--- src/rtl/mem_a_loader_if.sv ---
// AXI4-Stream element channel feeding the matrix-A loader.
// The master drives data, the slave (loader) answers with tready.
interface mem_a_loader_if #(
  parameter int WIDTH = 32
) ();
  logic [WIDTH-1:0] tdata;
  logic             tvalid;
  logic             tlast;
  logic             tready;

  modport master (output tdata, tvalid, tlast, input tready);
  modport slave  (input tdata, tvalid, tlast, output tready);
endinterface

--- src/rtl/mem_a_loader.sv ---
// Scatters a row-major A tile round-robin across the banked buffer write port
// and holds tile_ready until the consumer acknowledges the tile.
//
// state | meaning
// IDLE  | waiting for start with a non-zero row count
// LOAD  | accepting stream beats, one buffer write per accepted beat
// FULL  | tile resident; stream stalled until tile_ack
module mem_a_loader #(
  parameter int WIDTH = 32,
  parameter int DEPTH = 512,
  parameter int BANKS = 16
) (
  input  logic                     clk,
  input  logic                     rst_n,
  input  logic                     start,
  input  logic [$clog2(DEPTH):0]   cfg_rows,
  mem_a_loader_if.slave            s_axis,
  output logic [BANKS-1:0]         weA,
  output logic [BANKS-1:0]         enA,
  output logic [$clog2(DEPTH)-1:0] addrA,
  output logic [WIDTH-1:0]         dinA,
  output logic                     tile_ready,
  input  logic                     tile_ack,
  output logic                     busy,
  output logic                     err_len
);
  localparam int AW = $clog2(DEPTH);
  localparam int RW = AW + 1;
  localparam int BW = (BANKS > 1) ? $clog2(BANKS) : 1;

  typedef enum logic [1:0] {IDLE, LOAD, FULL} state_t;

  state_t        state;
  logic [RW-1:0] rows_q;
  logic [BW-1:0] bank_ptr;
  logic [AW-1:0] row_ptr;

  logic          beat;
  logic          last_bank;
  logic          last_row;
  logic          final_beat;
  logic [RW-1:0] rows_clamped;

  assign beat         = (state == LOAD) && s_axis.tvalid && s_axis.tready;
  assign last_bank    = (bank_ptr == BW'(BANKS - 1));
  assign last_row     = (RW'(row_ptr) == (rows_q - RW'(1)));
  assign final_beat   = last_bank && last_row;
  assign rows_clamped = (cfg_rows > RW'(DEPTH)) ? RW'(DEPTH) : cfg_rows;

  always_ff @(posedge clk or negedge rst_n) begin
    if (!rst_n) begin
      state         <= IDLE;
      rows_q        <= '0;
      bank_ptr      <= '0;
      row_ptr       <= '0;
      weA           <= '0;
      enA           <= '0;
      addrA         <= '0;
      dinA          <= '0;
      tile_ready    <= 1'b0;
      busy          <= 1'b0;
      err_len       <= 1'b0;
      s_axis.tready <= 1'b0;
    end else begin
      // write strobes are single-cycle; address and data hold between beats
      weA <= '0;
      enA <= '0;
      if (beat) begin
        weA   <= BANKS'(1) << bank_ptr;
        enA   <= BANKS'(1) << bank_ptr;
        addrA <= row_ptr;
        dinA  <= s_axis.tdata;
      end

      case (state)
        IDLE: begin
          if (start && (cfg_rows != '0)) begin
            rows_q        <= rows_clamped;
            bank_ptr      <= '0;
            row_ptr       <= '0;
            state         <= LOAD;
            busy          <= 1'b1;
            s_axis.tready <= 1'b1;
          end
        end
        LOAD: begin
          if (beat) begin
            if (last_bank) begin
              bank_ptr <= '0;
              if (!last_row) row_ptr <= row_ptr + AW'(1);
            end else begin
              bank_ptr <= bank_ptr + BW'(1);
            end
            if (s_axis.tlast || final_beat) begin
              state         <= FULL;
              s_axis.tready <= 1'b0;
            end
            if (s_axis.tlast != final_beat) err_len <= 1'b1;
          end
        end
        FULL: begin
          if (tile_ack) begin
            state      <= IDLE;
            tile_ready <= 1'b0;
            busy       <= 1'b0;
          end else begin
            tile_ready <= 1'b1;
          end
        end
        default: state <= IDLE;
      endcase
    end
  end
endmodule

--- src/flat_wrapper.sv ---
// flat-port wrapper written by rule: the top's interface ports become plain ports
module mem_a_loader_flat 
#(
  parameter int WIDTH = 32,
  parameter int DEPTH = 512,
  parameter int BANKS = 16
)
  (clk, rst_n, start, cfg_rows, weA, enA, addrA, dinA, tile_ready, tile_ack, busy, err_len, s_axis_tdata, s_axis_tvalid, s_axis_tlast, s_axis_tready);
  mem_a_loader_if #(.WIDTH(WIDTH)) s_axis_i ();
  input  logic clk;
  input  logic rst_n;
  input  logic start;
  input  logic [$clog2(DEPTH):0] cfg_rows;
  output logic [BANKS-1:0] weA;
  output logic [BANKS-1:0] enA;
  output logic [$clog2(DEPTH)-1:0] addrA;
  output logic [WIDTH-1:0] dinA;
  output logic tile_ready;
  input  logic tile_ack;
  output logic busy;
  output logic err_len;
  input wire logic [$bits(s_axis_i.tdata)-1:0] s_axis_tdata;
  input wire logic [$bits(s_axis_i.tvalid)-1:0] s_axis_tvalid;
  input wire logic [$bits(s_axis_i.tlast)-1:0] s_axis_tlast;
  output wire logic [$bits(s_axis_i.tready)-1:0] s_axis_tready;
  assign s_axis_i.tdata = s_axis_tdata;
  assign s_axis_i.tvalid = s_axis_tvalid;
  assign s_axis_i.tlast = s_axis_tlast;
  assign s_axis_tready = s_axis_i.tready;
  mem_a_loader #(.WIDTH(WIDTH), .DEPTH(DEPTH), .BANKS(BANKS)) u_core (.clk(clk), .rst_n(rst_n), .start(start), .cfg_rows(cfg_rows), .s_axis(s_axis_i), .weA(weA), .enA(enA), .addrA(addrA), .dinA(dinA), .tile_ready(tile_ready), .tile_ack(tile_ack), .busy(busy), .err_len(err_len));
endmodule
--- config.mk ---
export PLATFORM = sky130hd
export DESIGN_NAME = mem_a_loader_flat
export DESIGN_NICKNAME = d
export VERILOG_FILES = /design/src/rtl/mem_a_loader_if.sv /design/src/rtl/mem_a_loader.sv /design/src/flat_wrapper.sv
export SDC_FILE = /design/constraint.sdc
export NUM_CORES = 1
export LEC_CHECK = 0
export BUFFER_PORTS_ARGS = -buffer_cell sky130_fd_sc_hd__buf_2
export CAP_MARGIN = 25
export CELL_PAD_IN_SITES_DETAIL_PLACEMENT = 0
export CELL_PAD_IN_SITES_GLOBAL_PLACEMENT = 1
export CORE_UTILIZATION = 38
export DETAILED_ROUTE_END_ITERATION = 10
export GPL_TIMING_DRIVEN = 0
export PLACE_DENSITY = 0.78
export SKIP_CTS_REPAIR_TIMING = 1
export SYNTH_ARGS = -nofsm -noshare
export SYNTH_HDL_FRONTEND = slang
export SYNTH_SLANG_ARGS = --single-unit
--- constraint.sdc ---
create_clock -name clk -period 3.3 [get_ports clk]
set_clock_uncertainty 0.1 [all_clocks]
set_input_delay 0.495 -clock clk [delete_from_list [all_inputs] [get_ports clk]]
set_output_delay 0.495 -clock clk [all_outputs]
set_load 0.02 [all_outputs]
==> out/qor.txt, run 1 <==
initial antenna violation count = 0
Fin Hold WS = 0.2271 ns
layout cells sized above 1 = 28.57%
VDD IR max = 0.3599 mV
detailed placement HPWL = 6747 µm
FF+latch count, synth = 86
max_cap viols = 0
crit-path max cell delay = 0.59 ns
DP Area = 0.004900 mm²
fin nets = 647
final-report hold violation count = 0
WS Path Type = reg2reg
CP Launch Type = register
most common cell after layout, fill and taps aside = nand2_1
Final Wtd Congestion = 0.8102
WP data arrival = 3.19 ns
fin crit share = 92.83%
Area growth syn-to-layout = 25.49%
CTS Sinks = 86
final setup TNS = 0 ns
post-route cell area = 0.005119 mm²
antenna cells = 0
final worst slack = 0.2367 ns
post-synthesis sequential area ratio = 52.76%
leading area contributor after synthesis = dfrtp_1
Die Footprint = 0.01115 mm²
Detailed Routing Iterations Pass 1 = 4
CP top delay family = simple AND/OR/NAND/NOR gates
Initial Utilization = 39.33%
R2R setup slack = 0.24 ns
IO Pins = 125
async set-reset flop share out of synthesis = 100.0%
Pwr Density = 815.1 mW/mm²
CORE AREA = 0.01037 mm²
CP max FO = 10
vias per cell = 4.709
Slew Limit Fails = 0
CTS tree = yes
Synthesized Nets = 510
r2r startpoint = u_core.rows_q[0]
Ys Warns = 0
Chip Width = 105.6 µm
status = completed
syn avg cell area = 9.004 µm²
# H-tree levels = 3
most frequent cells in the layout = 158 x nand2_1, 124 x buf_2, 86 x dfrtp_1
drt drc = 0
CP endpoint kind = register
Power, Total = 4.172 mW
CP Data Required Time = 3.42 ns
Post-Place Worst Slack = 0.06784 ns
RSZ-0062 raised after global routing = false
Mapped Cells = 453
Distinct cells, synth = 48
Reg clk slew, reported paths = 0.09 ns
synth top area cells = dfrtp_1 53%, nand2_1 15%, buf_4 2.9%, ha_1 2.8%, o21ai_0 2.2%
num rows = 37
Bufs and invs on worst path = 2
Crit-path slowest cell = or4b_1
Synth top area share = 52.76%
first-pass GRT wire length = 15410 µm
Synth Cell Area = 0.004079 mm²
Num CTS Buffers = 9
worst rel slew slack = 40.40%
hold path startpoint = s_axis_tdata[5]
fmax = 326.4 MHz
largest net degree at the start of global routing = 66
total grt overflow = 0
worst skew pair latency = 0.35 ns
crit path launch = u_core.rows_q[0]
setup violators final = 0
DRT Wirelength = 9313 µm
via count = 3442
vias in the first global route = 3130
routed length per instance = 12.74 µm
total global-route track usage = 17.46%
leakage power total = 2.816 nW
Die H = 105.6 µm
port bufs = 124
number of enable flip-flop cells after synthesis = 0
1st-iter DRT viols = 180
Clk Tree Root Cell = clkbuf_8
Tmin final = 3.063 ns
Max clock buf depth = 2
Top FF cell, synth = dfrtp_1
HP Class = in2reg
Slew @ Worst Pin = 0.8871 ns
Antenna Nets Post-Route = 0
CP Cell Sequence = buf_6 -> inv_1 -> ha_4 -> nor3b_2 -> xnor2_1 -> o2111ai_1 -> or4b_1 -> or3_2 -> ha_1 -> a21oi_1 -> o21ai_0
## path summary, 6_finish.rpt
path                                              to  cells after the start
worst min register to register       u_core.addrA[0]                      2
worst max register to register  u_core.s_axis.tready                     11
min in group asynchronous              u_core.weA[8]                      2
worst min-delay path                  u_core.dinA[5]                      3
max in group asynchronous          u_core.row_ptr[5]                      3
worst max-delay path            u_core.s_axis.tready                     11
## layout make-up
type,count,area [µm²]
Fill cell,1021,5251
Sequential cell,86,2152
Multi-Input combinational cell,315,1673
Timing Repair Buffer,126,660.6
Buffer,38,219.0
Tap cell,136,170.2
Clock buffer,11,131.4
Clock inverter,5,60.06
Inverter,14,52.55
## worst reg2reg max path: cells and delay by family (launching register included)
kind / cells / cell delay [ns]
xor gates and xnor gates: 1 / 0.14
AOI/OAI and AO/OA: 3 / 0.34
buffers and inverters: 2 / 0.26
and+or+nand+nor: 3 / 1.30
adders and majority gates: 2 / 0.43
DFF: 1 / 0.38
## sequential cells by signal (all words and copies together) (netlist names)
name / flops
u_core.state: 2
u_core.err_len: 1
u_core.row_ptr: 9
u_core.s_axis.tready: 1
u_core.dinA: 32
u_core.bank_ptr: 4
u_core.weA: 16
u_core.tile_ready: 1
u_core.busy: 1
u_core.addrA: 9
u_core.rows_q: 10
## cell families (layout without fill, tap and decap cells)
logic type | Yosys count | after routing | share of synthesized area (%)
simple gates | 241 | 241 | 25.80
xor+xnor | 11 | 11 | 2.362
fa+ha+maj | 9 | 9 | 2.761
compound gates | 48 | 48 | 8.190
mux | 6 | 6 | 1.472
flops | 86 | 86 | 52.76
buf+inv | 52 | 194 | 6.656
## synth_stat cells (5+ instances only)
master / number
nand2_1: 158
dfrtp_1: 86
nor2_1: 20
clkbuf_1: 19
o21ai_0: 18
nand3_1: 17
buf_4: 16
inv_1: 13
ha_1: 9
nor3_1: 9
and3_1: 6
mux2i_1: 6
xor2_1: 6
o211ai_1: 5
xnor2_1: 5
## power by group
| group | switching [mW] | internal, mW | total (mW) | leakage (nW) |
|---|---|---|---|---|
| sequential | 0.242 | 1.37 | 1.61 | 1.12 |
| clock | 0.384 | 0.352 | 0.736 | 0.0935 |
| combinational | 1.15 | 0.675 | 1.83 | 1.61 |
## metrics by stage
stage	std cells	utilization (%)
floorplan	453	-
detailed placement	714	47.25
finish	731	49.36
global route	731	49.36
CTS	730	49.10
global placement	713	46.96
## routing by layer
metal / GRT usage [%] / vias up / part of all wire (%)
li1: - / 1744 / -
met1: 24.13 / 1587 / 49
met2: 27.73 / 102 / 45
met3: 2.907 / 9 / 5.0
met4: 6.250 / 0 / 1.0
met5: 0 / - / 0
No activity file was read; power rests on OpenSTA's default activity.
==> inputs of run 2 (changes only) <==
Settings changed: CORE_UTILIZATION 38 to 34, PLACE_DENSITY 0.78 to 0.74.
Clock period 3.3 ns to 2.8 ns, I/O delays scaled along.
==> out/qor.txt, run 2 (same netlist as run 1, synthesis figures left out) <==
status = finished, violations left
failing checks = design-rule violations
layout cells sized above 1 = 30.15%
Metal-1 WL = 4690 µm
CTS tree = yes
Reg clk slew, reported paths = 0.06 ns
Pwr Density = 1034 mW/mm²
CP endpoint kind = register
DP Cell Count = 721
VDD IR max = 0.3719 mV
port bufs = 124
worst skew pair latency = 0.34 ns
via count = 3494
HP Class = in2reg
Chip Width = 111.5 µm
CP Data Required Time = 2.91 ns
Slew @ Worst Pin = 0.7549 ns
vias per cell = 4.722
final-report hold violation count = 0
CORE AREA = 0.01156 mm²
setup violators final = 0
met2 WL post-DR = 4088 µm
WS Path Type = reg2reg
Max clock buf depth = 2
hold path depth = 3
Antenna Nets Post-Route = 0
Fin Hold WS = 0.1670 ns
fin nets = 650
fin crit share = 96.55%
Layout Cells excl Fill = 740
DRT Wirelength = 9578 µm
max reg flops = 32
post-route cell area = 0.005344 mm²
leakage power total = 2.915 nW
worst rel slew slack = 49.28%
IO Pins = 125
Top Registers = u_core.dinA (32), u_core.weA (16), u_core.rows_q (10)
Die Footprint = 0.01244 mm²
initial antenna violation count = 0
DR WL met3 = 622 µm
Slew Limit Fails = 0
max_cap viols = 0
total grt overflow = 0
first-pass GRT wire length = 16060 µm
total global-route track usage = 16.24%
Die H = 111.5 µm
most common cell after layout, fill and taps aside = nand2_1
fin util = 46.21%
CTS Sinks = 86
DP Area = 0.004930 mm²
Area growth syn-to-layout = 31.01%
Num CTS Buffers = 9
WP data arrival = 2.82 ns
CP max FO = 10
1st-iter DRT viols = 178
Initial Utilization = 35.27%
Final Wtd Congestion = 0.7774
# H-tree levels = 3
Tmin final = 2.703 ns
Max Used Layer = met4
Biggest register = u_core.dinA
routed length per instance = 12.94 µm
vias in the first global route = 3308
detailed placement HPWL = 7034 µm
num rows = 39
Power, Total = 5.526 mW
Detailed Routing Iterations Pass 1 = 7
drt drc = 14
Clk Tree Root Cell = clkbuf_16
antenna cells = 0
CP Launch Type = register
most frequent cells in the layout = 158 x nand2_1, 124 x buf_2, 86 x dfrtp_1
Worst Reg-to-Reg Cells = 11
fmax = 369.9 MHz
largest net degree at the start of global routing = 68
-- run 2: cell count changes in the layout (fill, tap and decap cells not counted), moves of 2 or more --
| cell | previous run | this run |
|---|---|---|
| clkinv_4 | 2 | 0 |
| clkbuf_16 | 0 | 9 |
| inv_1 | 13 | 11 |
| buf_4 | 17 | 20 |
| nor2_1 | 20 | 18 |
| clkbuf_8 | 9 | 1 |
| bufinv_16 | 1 | 3 |
| clkbuf_1 | 21 | 19 |
| nor2_2 | 0 | 2 |
-- run 2: metal layers --
metal,track usage [%],vias up
met5,0,-
met1,22.60,1591
met3,4.028,18
met4,6.667,0
met2,24.17,125
li1,-,1760
-- run 2: layout make-up --
type,count,area [µm²]
Clock inverter,5,106.4
Buffer,38,219.0
Multi-Input combinational cell,315,1710
Timing Repair Buffer,129,683.2
Fill cell,1153,6221
Clock buffer,10,239.0
Inverter,14,55.05
Sequential cell,86,2152
Tap cell,143,178.9
-- run 2: worst paths after layout --
kind | start | end | slack (ns)
max | u_core.rows_q[0] | u_core.s_axis.tready | 0.1
min | s_axis_tdata[16] | u_core.dinA[16] | 0.17
max reg2reg | u_core.rows_q[0] | u_core.s_axis.tready | 0.1
min reg2reg | u_core.err_len | u_core.err_len | 0.35
max in group asynchronous | rst_n | u_core.rows_q[9] | 1.56
min in group asynchronous | rst_n | u_core.dinA[26] | 0.41
-- run 2: per-stage QoR --
stage,TNS (ns),worst slack (ns)
5_1_grt,-0.03610,-0.01825
2_1_floorplan,0,0.008626
3_3_place_gp,-0.6339,-0.1941
4_1_cts,-0.8641,-0.2399
3_5_place_dp,-0.7461,-0.2154
6_report,0,0.09670
-- run 2: report_power, final --
group	switching, mW	total [mW]	internal, mW
Combinational	1.39	2.24	0.852
Sequential	0.299	1.92	1.62
Clock	0.478	1.37	0.895
Total	2.16	5.53	3.36
-- run 2: worst max-delay path, stage by stage (launching register included) --
cell and delay (ns):
dfrtp_1 0.37, buf_6 0.14, inv_2 0.07, ha_4 0.14, nor3b_4 0.18, xnor2_1 0.15, o2111ai_1 0.15, or4b_4 0.52
or3_4 0.39, ha_4 0.18, a21oi_1 0.12, o21ai_1 0.07
